**src/rtl/wb_stream_master_if.sv**
```systemverilog
// Bundles the command, byte-stream, status and Wishbone master signals of
// wb_stream_master. The master modport is the block's view; the slave
// modport is the surrounding system's view.
interface wb_stream_master_if;
  logic        cmd_valid;
  logic        cmd_ready;
  logic        cmd_write;
  logic [0:23] cmd_addr;
  logic [0:15] cmd_len;

  logic [0:7]  wr_data;
  logic        wr_valid;
  logic        wr_ready;

  logic [0:7]  rd_data;
  logic        rd_valid;
  logic        rd_ready;

  logic        busy;
  logic        done;
  logic        error;

  logic [0:23] wb_adr_o;
  logic [0:7]  wb_dat_o;
  logic [0:7]  wb_dat_i;
  logic        wb_we_o;
  logic [0:0]  wb_sel_o;
  logic        wb_stb_o;
  logic        wb_cyc_o;
  logic        wb_ack_i;

  modport master (
    input  cmd_valid, cmd_write, cmd_addr, cmd_len,
    input  wr_data, wr_valid, rd_ready,
    input  wb_dat_i, wb_ack_i,
    output cmd_ready, wr_ready, rd_data, rd_valid,
    output busy, done, error,
    output wb_adr_o, wb_dat_o, wb_we_o, wb_sel_o, wb_stb_o, wb_cyc_o
  );

  modport slave (
    output cmd_valid, cmd_write, cmd_addr, cmd_len,
    output wr_data, wr_valid, rd_ready,
    output wb_dat_i, wb_ack_i,
    input  cmd_ready, wr_ready, rd_data, rd_valid,
    input  busy, done, error,
    input  wb_adr_o, wb_dat_o, wb_we_o, wb_sel_o, wb_stb_o, wb_cyc_o
  );
endinterface

```
**src/rtl/wb_stream_master.sv**
```systemverilog
// Byte-stream to Wishbone burst master. A command names a start address and
// length; write bursts pull bytes from the wr stream and issue one Wishbone
// write per byte, read bursts issue one Wishbone read per byte and push the
// result on the rd stream. One access is outstanding at a time, and each
// access is aborted with an error if the slave does not ack in time.
module wb_stream_master #(
  parameter int unsigned TIMEOUT_CYCLES = 255
) (
  input logic                 clk,
  input logic                 reset_n,
  wb_stream_master_if.master  bus
);

  // Timeout counter holds 0 .. TIMEOUT_CYCLES-1; the last value aborts.
  localparam int unsigned TW = (TIMEOUT_CYCLES < 2) ? 1 : $clog2(TIMEOUT_CYCLES);
  localparam logic [TW-1:0] TO_LAST =
    (TIMEOUT_CYCLES == 0) ? '0 : TW'(TIMEOUT_CYCLES - 1);

  typedef enum logic [2:0] {
    S_IDLE,
    S_FETCH,
    S_STROBE,
    S_DELIVER,
    S_FINISH
  } state_e;

  state_e        state_q, state_d;
  logic [0:23]   addr_q,  addr_d;
  logic [0:15]   len_q,   len_d;
  logic [0:15]   cnt_q,   cnt_d;
  logic          dir_q,   dir_d;
  logic [0:7]    dat_q,   dat_d;
  logic [0:7]    rdat_q,  rdat_d;
  logic [TW-1:0] to_q,    to_d;
  logic          err_q,   err_d;
  logic          advance;

  // State and datapath registers with synchronous active-low reset.
  always_ff @(posedge clk) begin
    if (!reset_n) begin
      state_q <= S_IDLE;
      addr_q  <= '0;
      len_q   <= '0;
      cnt_q   <= '0;
      dir_q   <= 1'b0;
      dat_q   <= '0;
      rdat_q  <= '0;
      to_q    <= '0;
      err_q   <= 1'b0;
    end else begin
      state_q <= state_d;
      addr_q  <= addr_d;
      len_q   <= len_d;
      cnt_q   <= cnt_d;
      dir_q   <= dir_d;
      dat_q   <= dat_d;
      rdat_q  <= rdat_d;
      to_q    <= to_d;
      err_q   <= err_d;
    end
  end

  // Next-state and datapath updates; ack is checked before the timeout so a
  // combinational ack in the last permitted cycle still completes the access.
  always_comb begin
    state_d = state_q;
    addr_d  = addr_q;
    len_d   = len_q;
    cnt_d   = cnt_q;
    dir_d   = dir_q;
    dat_d   = dat_q;
    rdat_d  = rdat_q;
    to_d    = to_q;
    err_d   = err_q;
    advance = 1'b0;

    case (state_q)
      S_IDLE: begin
        if (bus.cmd_valid) begin
          addr_d  = bus.cmd_addr;
          len_d   = bus.cmd_len;
          dir_d   = bus.cmd_write;
          cnt_d   = '0;
          err_d   = 1'b0;
          to_d    = '0;
          state_d = bus.cmd_write ? S_FETCH : S_STROBE;
        end
      end

      S_FETCH: begin
        if (bus.wr_valid) begin
          dat_d   = bus.wr_data;
          to_d    = '0;
          state_d = S_STROBE;
        end
      end

      S_STROBE: begin
        if (bus.wb_ack_i) begin
          if (dir_q) begin
            advance = 1'b1;
          end else begin
            rdat_d  = bus.wb_dat_i;
            state_d = S_DELIVER;
          end
        end else if (to_q == TO_LAST) begin
          err_d   = 1'b1;
          state_d = S_FINISH;
        end else begin
          to_d = to_q + TW'(1);
        end
      end

      S_DELIVER: begin
        if (bus.rd_ready) begin
          advance = 1'b1;
        end
      end

      S_FINISH: begin
        err_d   = 1'b0;
        state_d = S_IDLE;
      end

      default: begin
        state_d = S_IDLE;
      end
    endcase

    // Compare before increment so a full 16-bit length never wraps the count.
    if (advance) begin
      if (cnt_q == len_q) begin
        state_d = S_FINISH;
      end else begin
        cnt_d   = cnt_q + 16'd1;
        addr_d  = addr_q + 24'd1;
        to_d    = '0;
        state_d = dir_q ? S_FETCH : S_STROBE;
      end
    end
  end

  // Outputs decode directly from the registered state.
  assign bus.cmd_ready = (state_q == S_IDLE);
  assign bus.wr_ready  = (state_q == S_FETCH);
  assign bus.rd_valid  = (state_q == S_DELIVER);
  assign bus.rd_data   = rdat_q;
  assign bus.busy      = (state_q == S_FETCH) || (state_q == S_STROBE) ||
                         (state_q == S_DELIVER);
  assign bus.done      = (state_q == S_FINISH);
  assign bus.error     = (state_q == S_FINISH) && err_q;
  assign bus.wb_stb_o  = (state_q == S_STROBE);
  assign bus.wb_cyc_o  = bus.busy;
  assign bus.wb_we_o   = (state_q == S_STROBE) && dir_q;
  assign bus.wb_sel_o  = {(state_q == S_STROBE)};
  assign bus.wb_adr_o  = addr_q;
  assign bus.wb_dat_o  = dat_q;

endmodule

```
**src/flat_wrapper.sv**
```systemverilog
// flat-port wrapper written by rule: the top's interface ports become plain ports
module wb_stream_master_flat 
#(
  parameter int unsigned TIMEOUT_CYCLES = 255
)
  (clk, reset_n, bus_cmd_valid, bus_cmd_write, bus_cmd_addr, bus_cmd_len, bus_wr_data, bus_wr_valid, bus_rd_ready, bus_wb_dat_i, bus_wb_ack_i, bus_cmd_ready, bus_wr_ready, bus_rd_data, bus_rd_valid, bus_busy, bus_done, bus_error, bus_wb_adr_o, bus_wb_dat_o, bus_wb_we_o, bus_wb_sel_o, bus_wb_stb_o, bus_wb_cyc_o);
  wb_stream_master_if bus_i ();
  input logic clk;
  input logic reset_n;
  input wire logic [$bits(bus_i.cmd_valid)-1:0] bus_cmd_valid;
  input wire logic [$bits(bus_i.cmd_write)-1:0] bus_cmd_write;
  input wire logic [$bits(bus_i.cmd_addr)-1:0] bus_cmd_addr;
  input wire logic [$bits(bus_i.cmd_len)-1:0] bus_cmd_len;
  input wire logic [$bits(bus_i.wr_data)-1:0] bus_wr_data;
  input wire logic [$bits(bus_i.wr_valid)-1:0] bus_wr_valid;
  input wire logic [$bits(bus_i.rd_ready)-1:0] bus_rd_ready;
  input wire logic [$bits(bus_i.wb_dat_i)-1:0] bus_wb_dat_i;
  input wire logic [$bits(bus_i.wb_ack_i)-1:0] bus_wb_ack_i;
  output wire logic [$bits(bus_i.cmd_ready)-1:0] bus_cmd_ready;
  output wire logic [$bits(bus_i.wr_ready)-1:0] bus_wr_ready;
  output wire logic [$bits(bus_i.rd_data)-1:0] bus_rd_data;
  output wire logic [$bits(bus_i.rd_valid)-1:0] bus_rd_valid;
  output wire logic [$bits(bus_i.busy)-1:0] bus_busy;
  output wire logic [$bits(bus_i.done)-1:0] bus_done;
  output wire logic [$bits(bus_i.error)-1:0] bus_error;
  output wire logic [$bits(bus_i.wb_adr_o)-1:0] bus_wb_adr_o;
  output wire logic [$bits(bus_i.wb_dat_o)-1:0] bus_wb_dat_o;
  output wire logic [$bits(bus_i.wb_we_o)-1:0] bus_wb_we_o;
  output wire logic [$bits(bus_i.wb_sel_o)-1:0] bus_wb_sel_o;
  output wire logic [$bits(bus_i.wb_stb_o)-1:0] bus_wb_stb_o;
  output wire logic [$bits(bus_i.wb_cyc_o)-1:0] bus_wb_cyc_o;
  assign bus_i.cmd_valid = bus_cmd_valid;
  assign bus_i.cmd_write = bus_cmd_write;
  assign bus_i.cmd_addr = bus_cmd_addr;
  assign bus_i.cmd_len = bus_cmd_len;
  assign bus_i.wr_data = bus_wr_data;
  assign bus_i.wr_valid = bus_wr_valid;
  assign bus_i.rd_ready = bus_rd_ready;
  assign bus_i.wb_dat_i = bus_wb_dat_i;
  assign bus_i.wb_ack_i = bus_wb_ack_i;
  assign bus_cmd_ready = bus_i.cmd_ready;
  assign bus_wr_ready = bus_i.wr_ready;
  assign bus_rd_data = bus_i.rd_data;
  assign bus_rd_valid = bus_i.rd_valid;
  assign bus_busy = bus_i.busy;
  assign bus_done = bus_i.done;
  assign bus_error = bus_i.error;
  assign bus_wb_adr_o = bus_i.wb_adr_o;
  assign bus_wb_dat_o = bus_i.wb_dat_o;
  assign bus_wb_we_o = bus_i.wb_we_o;
  assign bus_wb_sel_o = bus_i.wb_sel_o;
  assign bus_wb_stb_o = bus_i.wb_stb_o;
  assign bus_wb_cyc_o = bus_i.wb_cyc_o;
  wb_stream_master #(.TIMEOUT_CYCLES(TIMEOUT_CYCLES)) u_core (.clk(clk), .reset_n(reset_n), .bus(bus_i));
endmodule
```
**config.mk**
```make
export PLATFORM = sky130hd
export DESIGN_NAME = wb_stream_master_flat
export DESIGN_NICKNAME = d
export VERILOG_FILES = /design/src/rtl/wb_stream_master_if.sv /design/src/rtl/wb_stream_master.sv /design/src/flat_wrapper.sv
export SDC_FILE = /design/constraint.sdc
export NUM_CORES = 1
export LEC_CHECK = 0
export BUFFER_PORTS_ARGS = -buffer_cell sky130_fd_sc_hd__clkbuf_2
export CAP_MARGIN = 20
export CELL_PAD_IN_SITES_DETAIL_PLACEMENT = 1
export CELL_PAD_IN_SITES_GLOBAL_PLACEMENT = 1
export CORE_MARGIN = 2
export CORE_UTILIZATION = 30
export CTS_CLUSTER_DIAMETER = 150
export DETAILED_ROUTE_END_ITERATION = 8
export GPL_ROUTABILITY_DRIVEN = 0
export PLACE_DENSITY_LB_ADDON = 0.1
export SETUP_SLACK_MARGIN = 0.3
export SYNTH_ARGS = -nofsm -noshare
export SYNTH_HDL_FRONTEND = slang
export SYNTH_SLANG_ARGS = --single-unit
```
**constraint.sdc**
```tcl
create_clock -name clk -period 4.6 [get_ports clk]
set_input_delay 0.92 -clock clk [delete_from_list [all_inputs] [get_ports clk]]
set_output_delay 0.92 -clock clk [all_outputs]
set_load 0.01 [all_outputs]
```
# Word level (Yosys, flattened, before mapping)

Index checks and enable logic that the tools add are counted.
W data, S select, Z words.

Bitwise gates (word level): 1
Mux-type cells: 33
Add/sub/neg operators: 3
Eq/ne operators: 14
Reductions and logical operators: 11

Operators with widths:

| kind                    | count |
|---|---|
| $mux W24                | 4 |
| $mux W16                | 4 |
| $mux W8                 | 6 |
| $add A24 B1 Y24 const B | 1 |
| $pmux W8 S3             | 1 |
| $mux W3                 | 7 |
| $add A16 B1 Y16 const B | 1 |
| $eq A16 B16 Y1          | 1 |
| $pmux W3 S4             | 1 |
| $add A8 B1 Y8 const B   | 1 |
| $eq A8 B8 Y1 const B    | 1 |
| $eq A3 B2 Y1 const B    | 2 |
| $mux W1                 | 6 |
| $ne A3 B2 Y1 const B    | 2 |
| $reduce_and A5 Y1       | 1 |
| $mux W2                 | 2 |
| $ne A2 B1 Y1 const B    | 2 |
| $ne A2 B2 Y1 const B    | 2 |
| $ne A4 B2 Y1 const B    | 1 |
| $ne A4 B4 Y1 const B    | 1 |
| $reduce_and A2 Y1       | 2 |
| $reduce_and A4 Y1       | 1 |
| $eq A3 B1 Y1 const B    | 1 |
| $eq A3 B3 Y1 const B    | 1 |
| other kinds (8)         | 10 |

Logic and storage cells: 71
Input port bits: 63
Bits in registers: 85
Output and inout bits: 50

# Logic depth before layout (Yosys ltp)

Word-level depth: 6
Mapped depth: 8

# Worst setup path after synthesis

No wires, ideal clock.

Path kind: input port to flip-flop
Start: in bus_cmd_valid
End: reg u_core.addr_q (netlist bit u_core.bus.wb_adr_o[11])
Setup time: 0.132 ns
Path slack: 2.206 ns
Cell stages on the path: 6
Arrival time: 2.262 ns
Path buffers: 3
Cells stage by stage: or4b_2 > clkbuf_1 > clkbuf_1 > clkbuf_1 > a31oi_1 > a21oi_1

Word-level cells in the longest chain between the ends: 4

RTL lines:

| element                | RTL line                | source |
|---|---|---|
| start: declaration     | flat_wrapper.sv:10      | `input wire logic [$bits(bus_i.cmd_valid)-1:0] bus_cmd_valid;` |
| $mux W24 (*)           | wb_stream_master.sv:79  | `if (bus.cmd_valid) begin` |
| $mux W24 (*)           | wb_stream_master.sv:77  | `case (state_q)` |
| $mux W24               | wb_stream_master.sv:132 | `if (cnt_q == len_q) begin` |
| $mux W24 (*)           | wb_stream_master.sv:131 | `if (advance) begin` |
| end signal: assignment | wb_stream_master.sv:52  | `addr_q <= addr_d;` |
| end: declaration       | wb_stream_master.sv:28  | `logic [0:23] addr_q, addr_d;` |

Every way passes the cells marked *; elsewhere a longest branch is shown, timed or not.
A chain may end at the register's enable or synchronous reset.

# Worst setup path after layout

Start: reg u_core.state_q[1]
End: out bus_wb_we_o

Word-level cells in the longest chain between the ends: 2

RTL lines:

| element                  | RTL line                | source |
|---|---|---|
| start: declaration       | wb_stream_master.sv:27  | `state_e state_q, state_d;` |
| start signal: assignment | wb_stream_master.sv:51  | `state_q <= state_d;` |
| $eq A3 B2 Y1             | wb_stream_master.sv:154 | `assign bus.wb_we_o = (state_q == S_STROBE) && dir_q;` |
| $logic_and A1 B1 Y1      | wb_stream_master.sv:154 |  |
| end: declaration         | flat_wrapper.sv:28      | `output wire logic [$bits(bus_i.wb_we_o)-1:0] bus_wb_we_o;` |

No other way between the ends.

==> metrics <==
Crit. End Element=output pin; VDD IR max=217.3 µV; Area growth, synth to finish=20.65%; Synth Net Count=693; # clock sinks=85; Post-Layout Cell Count=932; Die Width=131.0 µm; drt wl/cell=17.63 µm; ANT cells=0; Initial Utilization=30.58%; CP Data Required Time=3680 ps; Max Clk Rate=301.5 MHz; Detailed Routing Iterations Pass 1=4; total CTS buffers=9; Setup WS post-layout=1283 ps; CP max stage delay=710 ps; Unique masters post-synth=65; layout cells sized above 1=21.09%; syn_area_per_cell=7.733 µm²; Reg clk slew, reported paths=70 ps; DP HPWL=11.44 mm; Switching Share=42.72%; slew margin rel.=29.20%; Vias=4993; largest area contributor in the netlist=dfxtp_1; RSZ-0062 raised after global routing=no; grt total ovfl=0; Final Core Density=36.90%; sequential share of the synthesized area=35.15%; Tot GR Track Use=19.61%; cell count after synthesis=626; post-synthesis compound-gate area fraction=21.56%; Max Cap Violations=0; Yosys reg bits=85; number of global-route vias before repair=5003; Slew Limit Fails=0; DR DRC count=0; CP max stage cell=dfxtp_1; synth top area cells=dfxtp_1 35%, nand2_1 7.1%, a21oi_1 5.5%; final setup violation count=0; Pint=1591 µW; Die Y=131.0 µm; CTS tree=built; Clock Skew=7.539 ps; DIE AREA=17170 µm²; period utilisation layout=72.11%; Setup TNS Final=0 ps; IO Count=113; worst path cell trace=inv_1, or3_1, inv_1, and2_1, clkbuf_2; yosys warns=0; Top FF cell, synth=dfxtp_1; area share of xor/xnor cells in the synthesized design=2.895%; combinational power share=36.8%; Worst-Skew Late Latency=360 ps; core footprint=15830 µm²; Port Buffer Count=112; clk buf depth=2; fill count=1950; Detail Route Antenna Nets=0; worst min path class=reg2reg; Clk network pwr share=26.6%; CP dominant cell by count=inv_1; dpl cells=914; switching power summed over all nets=1187 µW; H-tree depth=3; sequential share of power=36.5%; Post-Synth Adder-Cell Area=1.034%; Hold Buf Count CTS=0; simple logic cell fraction of the synthesized area=28.74%; post_cts resized=0; leakage=0.002370 µW; Max FO, Critical Path=13; Final Hold Viols=0; Iter 0 DRT Violations=225; final period demand of the worst path=3317 ps; area fraction of the dominant cell type after synthesis=35.15%; nets@finish=778; CTS Root Cell=clkbuf_16; largest family of logic cells by synthesized area=simple AND/OR/NAND/NOR gates; Async SR Flop Fraction=0%; first-pass GRT wire length=26.34 mm; Setup crit start kind=flip-flop; post-synthesis mux area share=4.782%; worst slew pin tran=1062 ps; largest net degree at the start of global routing=54; dpl ws=1374 ps; most frequent cells in the layout=112 x clkbuf_2, 92 x nand2_1, 85 x dfxtp_1; Post-CTS Setup Bufs=0; commonest non-fill, non-tap cell in the layout=clkbuf_2; DRT Wirelength=16.43 mm; initial antenna violation count=0; Syn Std Cell Area=4841 µm²; Buf/Inv on CP=3; site row count=46; Largest delay share family, worst path=flip-flops; number of synthesized flops with an enable pin=0; outcome=finished, final reports clean; CP arrival=2400 ps; via-per-instance ratio=5.357; power per cell area=475.7 nW/µm²; CP Class=reg2out
## worst reg2reg max path: stages (launching register included)
cell,delay [ps]
dfxtp_1,710
nor2b_1,340
o21ai_2,190
buf_4,300
or3_4,480
or4_1,490
a21oi_1,160
## sequential cells by signal, indices dropped and copies added, names as in the netlist
| register | flops |
|---|---|
| u_core.to_q | 8 |
| u_core.err_q | 1 |
| u_core.cnt_q | 16 |
| u_core.dir_q | 1 |
| u_core.bus.rd_data | 8 |
| u_core.bus.wb_adr_o | 24 |
| u_core.len_q | 16 |
| u_core.bus.wb_dat_o | 8 |
| u_core.state_q | 3 |
## path summary, 6_finish.rpt
| check | from | to | slack, ps | depth (start not counted) |
|---|---|---|---|---|
| max | u_core.state_q[1]$_SDFFE_PN0P_ | bus_wb_we_o | 1280 | 5 |
| min | u_core.err_q$_SDFFE_PN0P_ | u_core.err_q$_SDFFE_PN0P_ | 470 | 2 |
| max reg2reg | u_core.state_q[1]$_SDFFE_PN0P_ | u_core.cnt_q[1]$_SDFF_PN0_ | 1850 | 6 |
| min reg2reg | u_core.err_q$_SDFFE_PN0P_ | u_core.err_q$_SDFFE_PN0P_ | 470 | 2 |
## logic make-up (layout without fill, tap and decap cells)
family	Yosys count	count (layout)
adders and majority gates	4	4
AOI/OAI and AO/OA	165	165
xor gates and xnor gates	16	16
muxes	23	23
and+or+nand+nor	270	270
buffers and inverters	63	153
DFF	85	85
## metrics by stage
step / area (µm²) / hold WS (ps) / power, µW
finish: 5841 / 466.0 / 2779
global route: 5841 / 491.1 / 2981
CTS: 5806 / 474.6 / 2803
detailed placement: 5515 / 455.7 / 2054
global placement: 5515 / 449.1 / 2016
floorplan: 4841 / 428.6 / 1713
## Yosys cell counts, types with 11 or more instances
cell type	number
nand2_1	92
dfxtp_1	85
a21oi_1	53
nor2_1	38
o21ai_0	37
clkbuf_1	30
nor3_1	24
nand3_1	23
mux2i_1	22
a31oi_1	19
xor2_1	16
and3_1	14
inv_1	14
or3_1	13
nor4_1	12
or4_1	11
## layer usage
metal / track usage (%) / wire length, µm / vias to the layer above / part of all wire [%]
li1: - / - / 2471 / -
met4: 6.884 / 302 / 0 / 1.8
met3: 2.484 / 534 / 17 / 3.3
met2: 32.61 / 7757 / 80 / 47
met5: 0 / 0 / - / 0
met1: 26.18 / 7834 / 2425 / 48
## power groups by stage
stage / registers (µW) / clock network [µW] / logic, µW
after floorplan: 978 / 0 / 735
after global placement: 1020 / 0 / 993
after detailed placement: 1030 / 0 / 1020
after CTS: 1020 / 761 / 1020
after global routing: 1040 / 791 / 1150
final: 1020 / 739 / 1020
## area by class of cell
type	count	area, µm²	share of cell area, %
Multi-Input combinational cell	478	2867	49.08
Sequential cell	85	1702	29.13
Timing Repair Buffer	122	655.6	11.23
Tap cell	216	270.3	4.627
Clock buffer	9	225.2	3.856
Clock inverter	7	65.06	1.114
Inverter	15	56.30	0.9640
Note: power is estimated with default switching activity, not from simulation.
